**config.mk**
```make
export PLATFORM = sky130hd
export DESIGN_NAME = chess_clock_display_scan_flat
export DESIGN_NICKNAME = d
export VERILOG_FILES = /design/src/rtl/chess_clock_pkg.sv /design/src/rtl/chess_clock_display_scan_if.sv /design/src/rtl/scan_divider.sv /design/src/rtl/chess_clock_display_scan.sv /design/src/flat_wrapper.sv
export SDC_FILE = /design/constraint.sdc
export NUM_CORES = 1
export LEC_CHECK = 0
export ABC_AREA = 1
export CAP_MARGIN = 40
export CORE_MARGIN = 3
export CORE_UTILIZATION = 40
export DETAILED_ROUTE_END_ITERATION = 10
export SLEW_MARGIN = 5
export SYNTH_ARGS = -nofsm -noshare
export SYNTH_HDL_FRONTEND = slang
export SYNTH_HIERARCHICAL = 1
export SYNTH_SLANG_ARGS = --single-unit
```
**constraint.sdc**
```tcl
create_clock -name i_clk_50mhz -period 2.3 [get_ports i_clk_50mhz]
set_input_delay 0.345 -clock i_clk_50mhz [delete_from_list [all_inputs] [get_ports i_clk_50mhz]]
set_output_delay 0.345 -clock i_clk_50mhz [all_outputs]
set_load 0.01 [all_outputs]
```
**src/rtl/chess_clock_pkg.sv**
```systemverilog
// Shared constants and types for the chess clock display path.
package chess_clock_pkg;

  localparam int N_DIGITS = 4;
  localparam logic [6:0] SEG_BLANK = 7'h7F;

  // Defaults for a 50 MHz system clock
  localparam int SCAN_DIV_DEFAULT  = 50_000;
  localparam int BLANK_DEFAULT     = 16;
  localparam int BLINK_DIV_DEFAULT = 12_500_000;

  typedef enum logic [1:0] {
    SLOT_A0,
    SLOT_A1,
    SLOT_B0,
    SLOT_B1
  } slot_e;

  typedef struct packed {
    logic [6:0] seg;
    logic       dp;
  } slot_reg_t;

  function automatic logic [3:0] dig_enable_n(slot_e k);
    return ~(4'b0001 << k);
  endfunction

endpackage

```
**src/rtl/chess_clock_display_scan_if.sv**
```systemverilog
// Segment-code inputs and multiplexed display outputs of the scan driver.
interface chess_clock_display_scan_if;

  logic [1:0][6:0] i_sgmnt_player_a;
  logic [1:0][6:0] i_sgmnt_player_b;
  logic            i_blink_a;
  logic            i_blink_b;
  logic            i_active_a;
  logic            i_active_b;
  logic [6:0]      o_seg;
  logic            o_dp;
  logic [3:0]      o_dig;

  modport master (
    output i_sgmnt_player_a, i_sgmnt_player_b,
    output i_blink_a, i_blink_b, i_active_a, i_active_b,
    input  o_seg, o_dp, o_dig
  );

  modport slave (
    input  i_sgmnt_player_a, i_sgmnt_player_b,
    input  i_blink_a, i_blink_b, i_active_a, i_active_b,
    output o_seg, o_dp, o_dig
  );

endinterface

```
**src/rtl/scan_divider.sv**
```systemverilog
// Wrap counter 0..p_DIV-1 with a terminal-count flag on the last value.
module scan_divider #(
  parameter int p_DIV = 8,
  parameter int p_W   = $clog2(p_DIV)
) (
  input  logic           clk_i,
  input  logic           rst_i,
  output logic [p_W-1:0] cnt_o,
  output logic           tc_o
);

  localparam logic [p_W-1:0] LAST = p_W'(p_DIV - 1);

  logic [p_W-1:0] cnt_q, cnt_d;

  assign tc_o  = (cnt_q == LAST);
  assign cnt_o = cnt_q;

  always_comb begin
    cnt_d = tc_o ? '0 : cnt_q + p_W'(1);
  end

  always_ff @(posedge clk_i or posedge rst_i) begin
    if (rst_i) begin
      cnt_q <= '0;
    end else begin
      cnt_q <= cnt_d;
    end
  end

endmodule

```
**src/rtl/chess_clock_display_scan.sv**
```systemverilog
// Multiplexed 4-digit scan driver for the chess clock: shared segment bus with
// per-slot blanking, win blink and a running-player decimal point.
//
// state   | meaning
// SLOT_A0 | player A units digit on the bus
// SLOT_A1 | player A tens digit (dp marks A running)
// SLOT_B0 | player B units digit
// SLOT_B1 | player B tens digit (dp marks B running)
module chess_clock_display_scan
  import chess_clock_pkg::*;
#(
  parameter int p_SCAN_DIV  = SCAN_DIV_DEFAULT,
  parameter int p_BLANK     = BLANK_DEFAULT,
  parameter int p_BLINK_DIV = BLINK_DIV_DEFAULT
) (
  input logic                       i_clk_50mhz,
  input logic                       i_rst,
  chess_clock_display_scan_if.slave bus
);

  localparam int SW = $clog2(p_SCAN_DIV);
  localparam int BW = $clog2(p_BLINK_DIV);
  localparam logic [SW-1:0] BLANK_END = SW'(p_BLANK);

  logic [SW-1:0] s;
  logic          slot_tc;
  logic [BW-1:0] blink_cnt_unused;
  logic          blink_tc;

  slot_e     k_q, k_d;
  logic      phase_q, phase_d;
  slot_reg_t slot_q, slot_d;
  logic [3:0] dig_q, dig_d;

  logic [6:0] code;
  logic       blink_sel;
  logic       active_sel;
  logic       blanked;

  scan_divider #(.p_DIV(p_SCAN_DIV)) u_slot_div (
    .clk_i (i_clk_50mhz),
    .rst_i (i_rst),
    .cnt_o (s),
    .tc_o  (slot_tc)
  );

  scan_divider #(.p_DIV(p_BLINK_DIV)) u_blink_div (
    .clk_i (i_clk_50mhz),
    .rst_i (i_rst),
    .cnt_o (blink_cnt_unused),
    .tc_o  (blink_tc)
  );

  // Slot FSM: state register
  always_ff @(posedge i_clk_50mhz or posedge i_rst) begin
    if (i_rst) begin
      k_q <= SLOT_A0;
    end else begin
      k_q <= k_d;
    end
  end

  // Slot FSM: next state, advances when the slot counter wraps
  always_comb begin
    k_d = k_q;
    if (slot_tc) begin
      unique case (k_q)
        SLOT_A0: k_d = SLOT_A1;
        SLOT_A1: k_d = SLOT_B0;
        SLOT_B0: k_d = SLOT_B1;
        SLOT_B1: k_d = SLOT_A0;
      endcase
    end
  end

  // Slot FSM: outputs. Blink state is folded into the sampled code so the
  // whole slot shows one consistent value regardless of later input changes.
  always_comb begin
    code       = SEG_BLANK;
    blink_sel  = 1'b0;
    active_sel = 1'b0;
    unique case (k_q)
      SLOT_A0: begin
        code      = bus.i_sgmnt_player_a[0];
        blink_sel = bus.i_blink_a;
      end
      SLOT_A1: begin
        code       = bus.i_sgmnt_player_a[1];
        blink_sel  = bus.i_blink_a;
        active_sel = bus.i_active_a;
      end
      SLOT_B0: begin
        code      = bus.i_sgmnt_player_b[0];
        blink_sel = bus.i_blink_b;
      end
      SLOT_B1: begin
        code       = bus.i_sgmnt_player_b[1];
        blink_sel  = bus.i_blink_b;
        active_sel = bus.i_active_b;
      end
    endcase

    blanked = blink_sel & ~phase_q;

    slot_d = slot_q;
    if (s == '0) begin
      slot_d.seg = blanked ? SEG_BLANK : code;
      slot_d.dp  = ~(active_sel & ~blanked);
    end

    dig_d = (s < BLANK_END) ? 4'hF : dig_enable_n(k_q);
  end

  assign phase_d = blink_tc ? ~phase_q : phase_q;

  always_ff @(posedge i_clk_50mhz or posedge i_rst) begin
    if (i_rst) begin
      phase_q <= 1'b1;
      slot_q  <= '{seg: SEG_BLANK, dp: 1'b1};
      dig_q   <= 4'hF;
    end else begin
      phase_q <= phase_d;
      slot_q  <= slot_d;
      dig_q   <= dig_d;
    end
  end

  assign bus.o_seg = slot_q.seg;
  assign bus.o_dp  = slot_q.dp;
  assign bus.o_dig = dig_q;

endmodule

```
**src/flat_wrapper.sv**
```systemverilog
// flat-port wrapper written by rule: the top's interface ports become plain ports
module chess_clock_display_scan_flat import chess_clock_pkg::*;
#(
  parameter int p_SCAN_DIV  = SCAN_DIV_DEFAULT,
  parameter int p_BLANK     = BLANK_DEFAULT,
  parameter int p_BLINK_DIV = BLINK_DIV_DEFAULT
)
  (i_clk_50mhz, i_rst, bus_i_sgmnt_player_a, bus_i_sgmnt_player_b, bus_i_blink_a, bus_i_blink_b, bus_i_active_a, bus_i_active_b, bus_o_seg, bus_o_dp, bus_o_dig);
  chess_clock_display_scan_if bus_i ();
  input logic i_clk_50mhz;
  input logic i_rst;
  input wire logic [$bits(bus_i.i_sgmnt_player_a)-1:0] bus_i_sgmnt_player_a;
  input wire logic [$bits(bus_i.i_sgmnt_player_b)-1:0] bus_i_sgmnt_player_b;
  input wire logic [$bits(bus_i.i_blink_a)-1:0] bus_i_blink_a;
  input wire logic [$bits(bus_i.i_blink_b)-1:0] bus_i_blink_b;
  input wire logic [$bits(bus_i.i_active_a)-1:0] bus_i_active_a;
  input wire logic [$bits(bus_i.i_active_b)-1:0] bus_i_active_b;
  output wire logic [$bits(bus_i.o_seg)-1:0] bus_o_seg;
  output wire logic [$bits(bus_i.o_dp)-1:0] bus_o_dp;
  output wire logic [$bits(bus_i.o_dig)-1:0] bus_o_dig;
  assign bus_i.i_sgmnt_player_a = bus_i_sgmnt_player_a;
  assign bus_i.i_sgmnt_player_b = bus_i_sgmnt_player_b;
  assign bus_i.i_blink_a = bus_i_blink_a;
  assign bus_i.i_blink_b = bus_i_blink_b;
  assign bus_i.i_active_a = bus_i_active_a;
  assign bus_i.i_active_b = bus_i_active_b;
  assign bus_o_seg = bus_i.o_seg;
  assign bus_o_dp = bus_i.o_dp;
  assign bus_o_dig = bus_i.o_dig;
  chess_clock_display_scan #(.p_SCAN_DIV(p_SCAN_DIV), .p_BLANK(p_BLANK), .p_BLINK_DIV(p_BLINK_DIV)) u_core (.i_clk_50mhz(i_clk_50mhz), .i_rst(i_rst), .bus(bus_i));
endmodule
```
After elaboration in Yosys (flattened, before gate mapping)
Index checks and enable logic that the tools add are counted.
W data, S select, Z words.
{"block": "word_totals", "in_bits": 34, "out_inout_bits": 12, "ff_bits": 55}
{"block": "classes", "n_lt_le_gt_ge": 1, "eq_ne": 5, "bitwise_logic": 6, "muxes": 8, "addsub": 2, "shifts": 1, "n_reduce_logical": 4}
{"op": "$pmux W7 S4", "n": 1}
{"op": "$add A24 B1 Y24 const B", "n": 1}
{"op": "$eq A24 B24 Y1 const B", "n": 1}
{"op": "$mux W24", "n": 1}
{"op": "$add A16 B1 Y16 const B", "n": 1}
{"op": "$eq A16 B16 Y1 const B", "n": 1}
{"op": "$logic_not A16 Y1", "n": 1}
{"op": "$lt A16 B5 Y1 const B", "n": 1}
{"op": "$mux W16", "n": 1}
{"op": "$pmux W2 S4", "n": 1}
{"op": "$mux W7", "n": 1}
{"op": "$eq A2 B2 Y1 const B", "n": 2}
{"op": "$mux W4", "n": 1}
{"op": "$not A4 Y4", "n": 1}
{"op": "$pmux W1 S2", "n": 2}
{"op": "$reduce_or A2 Y1", "n": 2}
{"op": "$shl A1 B2 Y4 const A", "n": 1}
{"op": "$not A1 Y1", "n": 3}
{"op": "$and A1 B1 Y1", "n": 2}
{"op": "$eq A2 B1 Y1 const B", "n": 1}
{"op": "$logic_not A2 Y1", "n": 1}

Logic depth before layout (Yosys ltp)
Gate-level depths: netlist of run 1.
{"block": "depth", "depth_word": 7, "mapped_depth": 9}

Cells and area by module
Netlist of run 1, hierarchy kept.
{"module": "scan_divider at u_core.u_blink_div", "cells_each": 193, "area_each_um2": 1403.8, "n_inst": 1}
{"module": "chess_clock_display_scan", "cells_each": 139, "area_each_um2": 1036.0, "n_inst": 1}
{"module": "scan_divider at u_core.u_slot_div", "cells_each": 122, "area_each_um2": 880.8, "n_inst": 1}

Worst setup path after synthesis of run 1
Ideal clock, no wire load.
{"block": "synth_path", "path_type": "flip-flop to flip-flop", "start": "register u_core.u_blink_div.cnt_q[0], in the netlist u_core/u_blink_div/cnt_o[0]", "end": "register u_core.phase_q", "stages_incl_launch_ff": 9, "t_arrival_ns": 1.255, "required_time_ns": 2.225, "n_path_buf": 0, "setup_slack_ns": 0.971, "path_cell_list": "dfrtp_1 -> ha_1 -> nand2_1 -> nor2_2 -> nand2_1 -> nor2_1 -> nand2_2 -> inv_2 -> xor2_1"}
{"block": "synth_via", "elab_chain_len": 1}
{"item": "from (decl)", "line_no": "scan_divider.sv:14", "source": "logic [p_W-1:0] cnt_q, cnt_d;"}
{"item": "from (signal assigned)", "line_no": "scan_divider.sv:27", "source": "cnt_q <= cnt_d;"}
{"item": "$eq A24 B24 Y1", "line_no": "scan_divider.sv:16", "source": "assign tc_o = (cnt_q == LAST);"}
{"item": "named net u_core.blink_tc", "line_no": "chess_clock_display_scan.sv:28", "source": "logic blink_tc;"}
{"item": "to (signal assigned)", "line_no": "chess_clock_display_scan.sv:122", "source": "phase_q <= phase_d;"}
{"item": "to (decl)", "line_no": "chess_clock_display_scan.sv:31", "source": "logic phase_q, phase_d;"}
The timed path passes the listed nets, and every way through them passes these cells.
A chain may end at the register's enable or synchronous reset.

Final worst setup path of run 1
{"block": "layout_path", "start": "register u_core.slot_q (netlist bit u_core/bus.o_seg[4])", "end": "output port bus_o_seg[4]"}
{"item": "from (decl)", "line_no": "chess_clock_display_scan.sv:32", "source": "slot_reg_t slot_q, slot_d;"}
{"item": "from (signal assigned)", "line_no": "chess_clock_display_scan.sv:119", "source": "slot_q <= '{seg: SEG_BLANK, dp: 1'b1};"}
{"item": "from (signal assigned)", "line_no": "chess_clock_display_scan.sv:123", "source": "slot_q <= slot_d;"}
{"item": "to (decl)", "line_no": "flat_wrapper.sv:18", "source": "output wire logic [$bits(bus_i.o_seg)-1:0] bus_o_seg;"}
No word-level cell between the ends.

==> metrics.txt, run 1 <==
outcome complete, no violations; final wirelength 7.11 mm; Gate Count Post-Synth 454; Max Fclk 0.570 GHz; Initial Util 0.421; final antenna-violating net count 0; DRC 0; P per Cell Area 415 nW/um^2; Combinational Power Share 0.067; I/O Pins 46; Hold Fails Final Rpt 0; post-synth net total 495; #FFs+latches synth 55; H-tree depth 2; Skew-Pair Late Insertion Delay 0.31 ns; Ant. Diodes 0; Die H 97.1 um; CP Class flip-flop to output port; Mapped Area 3320 sq um; dpl ws 0.717 ns; CTS tree yes; die width 97.1 um; startpoint types flip-flop; slowest stage cell on the critical path clkdlybuf4s50_1; largest net degree at the start of global routing 25; Crit path max-delay family buffers and inverters; CTS Hold Buffers Added 0; FF-to-FF setup slack 0.71 ns; commonest non-fill, non-tap cells in the layout 152 x nand2_1, 79 x nor2_1, 52 x inv_1, 45 x clkdlybuf4s50_1, 42 x dfrtp_1; core area 7890 sq um; WHS 0.450 ns; ys async rst share 1.00; setup TNS 0 ns; switching share of power 0.214; Post-synth EDFFs 0; Seq pwr share 0.596; Clock power frac 0.337; Leakage Power 1.93 nW; Final Setup Violations 0; vias per cell 4.64; min setup slack post-route 0.545 ns; most common cell after layout, fill and taps aside nand2_1; net switching power 0.353 mW; Starting DRT DRC Count 94; Power, Total 1.65 mW; cell-by-cell trace of the critical path clkdlybuf4s50_1; gr ovfl total 0; CTS Root Cell clkbuf_8; max_slew headroom 0.587; post-CTS setup buffer count 0; Max Slew Vio Count 0; antenna violations before repair 0; # port buffers 45; CP bufs+invs 1; CTS Buffer Depth 2; CP Data Arrival Time 1.41 ns; first drt pass iteration count 4; endpoint kind of the worst setup timing path output port; Seq/Total Area, Yosys 0.419; # rows 32; All-Layer GR Usage 0.161; Max FO, Critical Path 2; fillers 790; Layout Nets 544; max-cap viol count 0; fin crit period 1.75 ns; CTS Buf Count 5; vias 2809; HPWL after DPL 5.72 mm; RSZ-0062 raised after global routing false; clk_skew 0.00589 ns; type of the tightest min-delay check input port to asynchronous set/reset pin; maximum VDD drop 0.219 mV; Die Area 9430 sq um; CP max stage delay 0.56 ns; Worst Path Required 1.96 ns; Post-CTS Resized 0; Yosys warning total 6; global-route wire length before repair 12.6 mm; Layout area overhead 19.6%; Synth cell types 37; worst flop-to-flop path startpoint u_core/k_q[0]$_DFFE_PP0P_; crit share post-route 0.763; worst slew pin tran 0.619 ns; share of layout cells above drive strength 1 0.107; reg2reg end u_core/bus.o_seg[6]$_DFFE_PP1N_; wire per inst 11.7 um; Mean Syn Cell Area 7.31 sq um; Clock Sinks 55; worst reg-to-reg path cell count 8; P_int 1.29 mW; GPL Wtd Cong 0.838; vias in the first global route 2808; Final Core Density 0.503; clk slew on worst S/H paths 0.09 ns; prevailing post-synth register cell dfrtp_1
power by group through the flow:
stage / sequential [mW] / clock [mW] / combinational [mW]
2_1_floorplan: 1.00 / 0 / 0.0302
3_3_place_gp: 1.00 / 0 / 0.112
3_5_place_dp: 1.00 / 0 / 0.113
4_1_cts: 0.982 / 0.593 / 0.113
5_1_grt: 0.983 / 0.632 / 0.121
6_report: 0.982 / 0.556 / 0.110
through the flow:
stage	std cells	area [sq um]
3_3_place_gp	598	3870
6_report	606	3970
2_1_floorplan	454	3320
3_5_place_dp	598	3870
4_1_cts	606	3970
5_1_grt	606	3970
cells by family after synthesis:
family          synth area share
flops                      0.419
xor+xnor                  0.0422
compound gates            0.0354
buf+inv                   0.0738
simple gates               0.403
fa+ha+maj                 0.0264
worst max-delay path by stage:
stage	cells after the start	to	start
finish	1	bus_o_seg[4]	u_core/bus.o_seg[4]$_DFFE_PP1N_
global route	1	bus_o_seg[6]	u_core/bus.o_seg[6]$_DFFE_PP1N_
CTS	1	bus_o_seg[6]	u_core/bus.o_seg[6]$_DFFE_PP1N_
detailed placement	8	u_core/bus.o_seg[6]$_DFFE_PP1N_	u_core/k_q[0]$_DFFE_PP0P_
global placement	8	u_core/bus.o_seg[1]$_DFFE_PP1N_	u_core/k_q[0]$_DFFE_PP0P_
floorplan	8	u_core/phase_q$_DFFE_PP1P_	u_core/u_blink_div/cnt_o[0]$_DFF_PP0_
flip-flops by register name, summed over array words and instances (netlist names):
| signal | cells |
|---|---|
| u_core/k_q | 2 |
| u_core/bus.o_seg | 7 |
| u_core/u_blink_div/cnt_o | 24 |
| u_core/bus.o_dp | 1 |
| u_core/u_slot_div/cnt_o | 16 |
| u_core/phase_q | 1 |
| u_core/bus.o_dig | 4 |
cells in the mapped netlist (all sizes together), types with 4 or more instances:
library cell | n | area, sq um
nand2 | 163 | 649
nor2 | 89 | 403
inv | 56 | 210
dfrtp | 42 | 1050
nand3 | 30 | 180
xor2 | 15 | 131
dfstp | 13 | 342
ha | 7 | 87.6
o21ai | 7 | 38.8
a21oi | 6 | 30.0
nand4 | 5 | 31.3
nor3 | 5 | 36.3
buf | 4 | 31.3
cell type report:
class | instances | area (sq um) | area share
Inverter | 57 | 214 | 0.0539
Tap cell | 102 | 128 | 0.0321
Sequential cell | 55 | 1390 | 0.351
Timing Repair Buffer | 46 | 458 | 0.115
Clock buffer | 7 | 86.3 | 0.0217
Clock inverter | 1 | 8.76 | 0.00221
Multi-Input combinational cell | 338 | 1680 | 0.424
layer usage:
layer | track usage | share of wire | up-vias
met3 | 0.0266 | 0.030 | 12
li1 | - | - | 1478
met1 | 0.203 | 0.45 | 1272
met5 | 0 | 0 | -
met2 | 0.281 | 0.50 | 47
met4 | 0.0508 | 0.018 | 0
Note: power is estimated with default switching activity, not from simulation.
==> run 2: changes to the inputs <==
Clock period 2.3 ns to 1.7 ns, I/O delays scaled along.
==> run 2 against run 1 <==
Effect of this change:
- combinational power up 36%
- setup slack worse by 0.50 ns
- clock skew down 0.0015 ns
- final cell count up 0.33%
- routed wire length down 0.77%
- utilization up 0.33 points
- die area unchanged
- sequential share of layout area down 0.23 points
- clock power up 53%
- non-clock buffer count up 2
- critical path depth unchanged
==> metrics.txt, run 2 (same netlist as run 1, synthesis figures left out) <==
global-route met1 utilization 0.204 (was 0.203); CP Data Arrival Time 1.40 ns (was 1.41 ns); largest net degree at the start of global routing 25 (unchanged); max-cap viol count 0 (unchanged); CP bufs+invs 1 (unchanged); share of layout cells above drive strength 1 0.109 (was 0.107); maximum VDD drop 0.287 mV (was 0.219 mV); fin crit period 1.65 ns; Post-DP Area 3890 sq um (was 3870 sq um); core area 7890 sq um (unchanged); GPL Wtd Cong 0.806 (was 0.838); CTS Buf Count 5 (unchanged); most common cell after layout, fill and taps aside nand2_1 (unchanged); Clock Sinks 55 (unchanged); vias in the first global route 2743 (was 2808); CTS tree yes (unchanged); Skew-Pair Late Insertion Delay 0.31 ns (about the same); fillers 778 (was 790); CP max stage delay 0.55 ns (was 0.56 ns); first drt pass iteration count 4 (unchanged); CP Class flip-flop to output port (unchanged); type of the tightest min-delay check input port to asynchronous set/reset pin (unchanged); fin cells 608 (was 606); Layout Nets 546 (was 544); commonest non-fill, non-tap cells in the layout 152 x nand2_1, 79 x nor2_1, 52 x inv_1, 45 x clkdlybuf4s50_1, 42 x dfrtp_1 (unchanged); cell-by-cell trace of the critical path clkdlybuf4s50_1 (unchanged); met2 Track Usage GR 0.281 (unchanged); Hold Fails Final Rpt 0 (unchanged); # rows 32 (unchanged); wire per inst 11.6 um (was 11.7 um); Ant. Diodes 0 (unchanged); vias per cell 4.52 (was 4.64); Post-CTS Resized 0 (unchanged); P per Cell Area 582 nW/um^2 (was 415 nW/um^2); post-CTS setup buffer count 0 (unchanged); Worst Path Required 1.44 ns (was 1.96 ns); max_slew headroom 0.624 (was 0.587); gr busiest metal met2 (unchanged); worst flop-to-flop path startpoint u_core/u_blink_div/cnt_o[0]$_DFF_PP0_ (was u_core/k_q[0]$_DFFE_PP0P_); Leakage Power 1.95 nW (was 1.93 nW); final wirelength 7.06 mm (was 7.11 mm); Layout area overhead 20.3% (was 19.6%); worst slew pin tran 0.563 ns (was 0.619 ns); All-Layer GR Usage 0.160 (was 0.161); gr ovfl total 0 (unchanged); slowest stage cell on the critical path dfstp_2 (was clkdlybuf4s50_1); met3 usage 0.0244 (was 0.0266); Die Area 9430 sq um (unchanged); Max Slew Vio Count 0 (unchanged); startpoint types flip-flop (unchanged); vias 2747 (was 2809); global-route wire length before repair 12.6 mm (about the same); die width 97.1 um (unchanged); HPWL after DPL 5.77 mm (was 5.72 mm); DRC 0 (unchanged); Max Fclk 0.605 GHz; I/O Pins 46 (unchanged); RSZ-0062 raised after global routing false (unchanged); clk slew on worst S/H paths 0.09 ns (about the same); # port buffers 45 (unchanged); FF-to-FF setup slack 0.20 ns (was 0.71 ns); antenna violations before repair 0 (unchanged); endpoint kind of the worst setup timing path output port (unchanged); Final Core Density 0.507 (was 0.503); outcome complete, no violations (unchanged); Final Setup Violations 0 (unchanged); crit share post-route 0.972; Initial Util 0.421 (unchanged); Post-Place Cells 600 (was 598); CTS Root Cell clkbuf_8 (unchanged); max reg flops 24 (unchanged); Crit path max-delay family flip-flops (was buffers and inverters); CTS Buffer Depth 2 (unchanged); Starting DRT DRC Count 69 (was 94); final instance area 4000 sq um (was 3970 sq um); H-tree depth 2 (unchanged); Die H 97.1 um (unchanged); CTS Hold Buffers Added 0 (unchanged); Max FO, Critical Path 2 (unchanged); CP startpoint u_core/bus.o_seg[6]$_DFFE_PP1N_ (was u_core/bus.o_seg[4]$_DFFE_PP1N_); setup TNS 0 ns (unchanged); final antenna-violating net count 0 (unchanged); clk_skew 0.00438 ns (was 0.00589 ns)
run 2: cell type report:
class | instances | area (sq um) | share of cell area
multi-input cells | 338 | 1680 | 0.421
well taps | 102 | 128 | 0.0319
inverters | 57 | 214 | 0.0535
clock inverters | 1 | 30.0 | 0.00751
repair buffers | 48 | 473 | 0.118
flip-flops and latches | 55 | 1390 | 0.348
clock buffers | 7 | 76.3 | 0.0191
run 2: path summary, 6_finish.rpt:
kind	endpoint	cells after the start
min reg2reg	u_core/u_blink_div/cnt_o[0]$_DFF_PP0_	1
min	u_core/u_slot_div/cnt_o[8]$_DFF_PP0_	2
max	bus_o_seg[6]	1
min in group i_clk_50mhz	u_core/u_blink_div/cnt_o[0]$_DFF_PP0_	1
max reg2reg	u_core/phase_q$_DFFE_PP1P_	8
max in group asynchronous	u_core/bus.o_seg[0]$_DFFE_PP1N_	2
run 2: metal layers:
layer	up-vias	share of wire
met5	-	0
met4	0	0.012
met3	5	0.026
met2	25	0.49
met1	1230	0.47
li1	1487	-
run 2: through the flow:
step / hold WS (ns) / setup WS [ns] / power [mW]
6_report: 0.241 / 0.0474 / 2.33
5_1_grt: 0.251 / 0.0153 / 2.43
4_1_cts: 0.226 / 0.0237 / 2.37
3_5_place_dp: 0.452 / 0.212 / 1.51
3_3_place_gp: 0.446 / 0.249 / 1.51
2_1_floorplan: 0.147 / 0.371 / 1.40
run 2: report_power, final:
| part | total (mW) | internal (mW) | switching [mW] |
|---|---|---|---|
| Combinational | 0.150 | 0.0943 | 0.0556 |
| Clock | 0.850 | 0.441 | 0.408 |
| Sequential | 1.33 | 1.32 | 0.00459 |
| Total | 2.33 | 1.86 | 0.469 |
==> run 3: changes to the inputs <==
Settings changed: CAP_MARGIN 40 to 0.
==> results of run 3 <==
No change in the layout: final DEF, timing and power equal those of run 2.
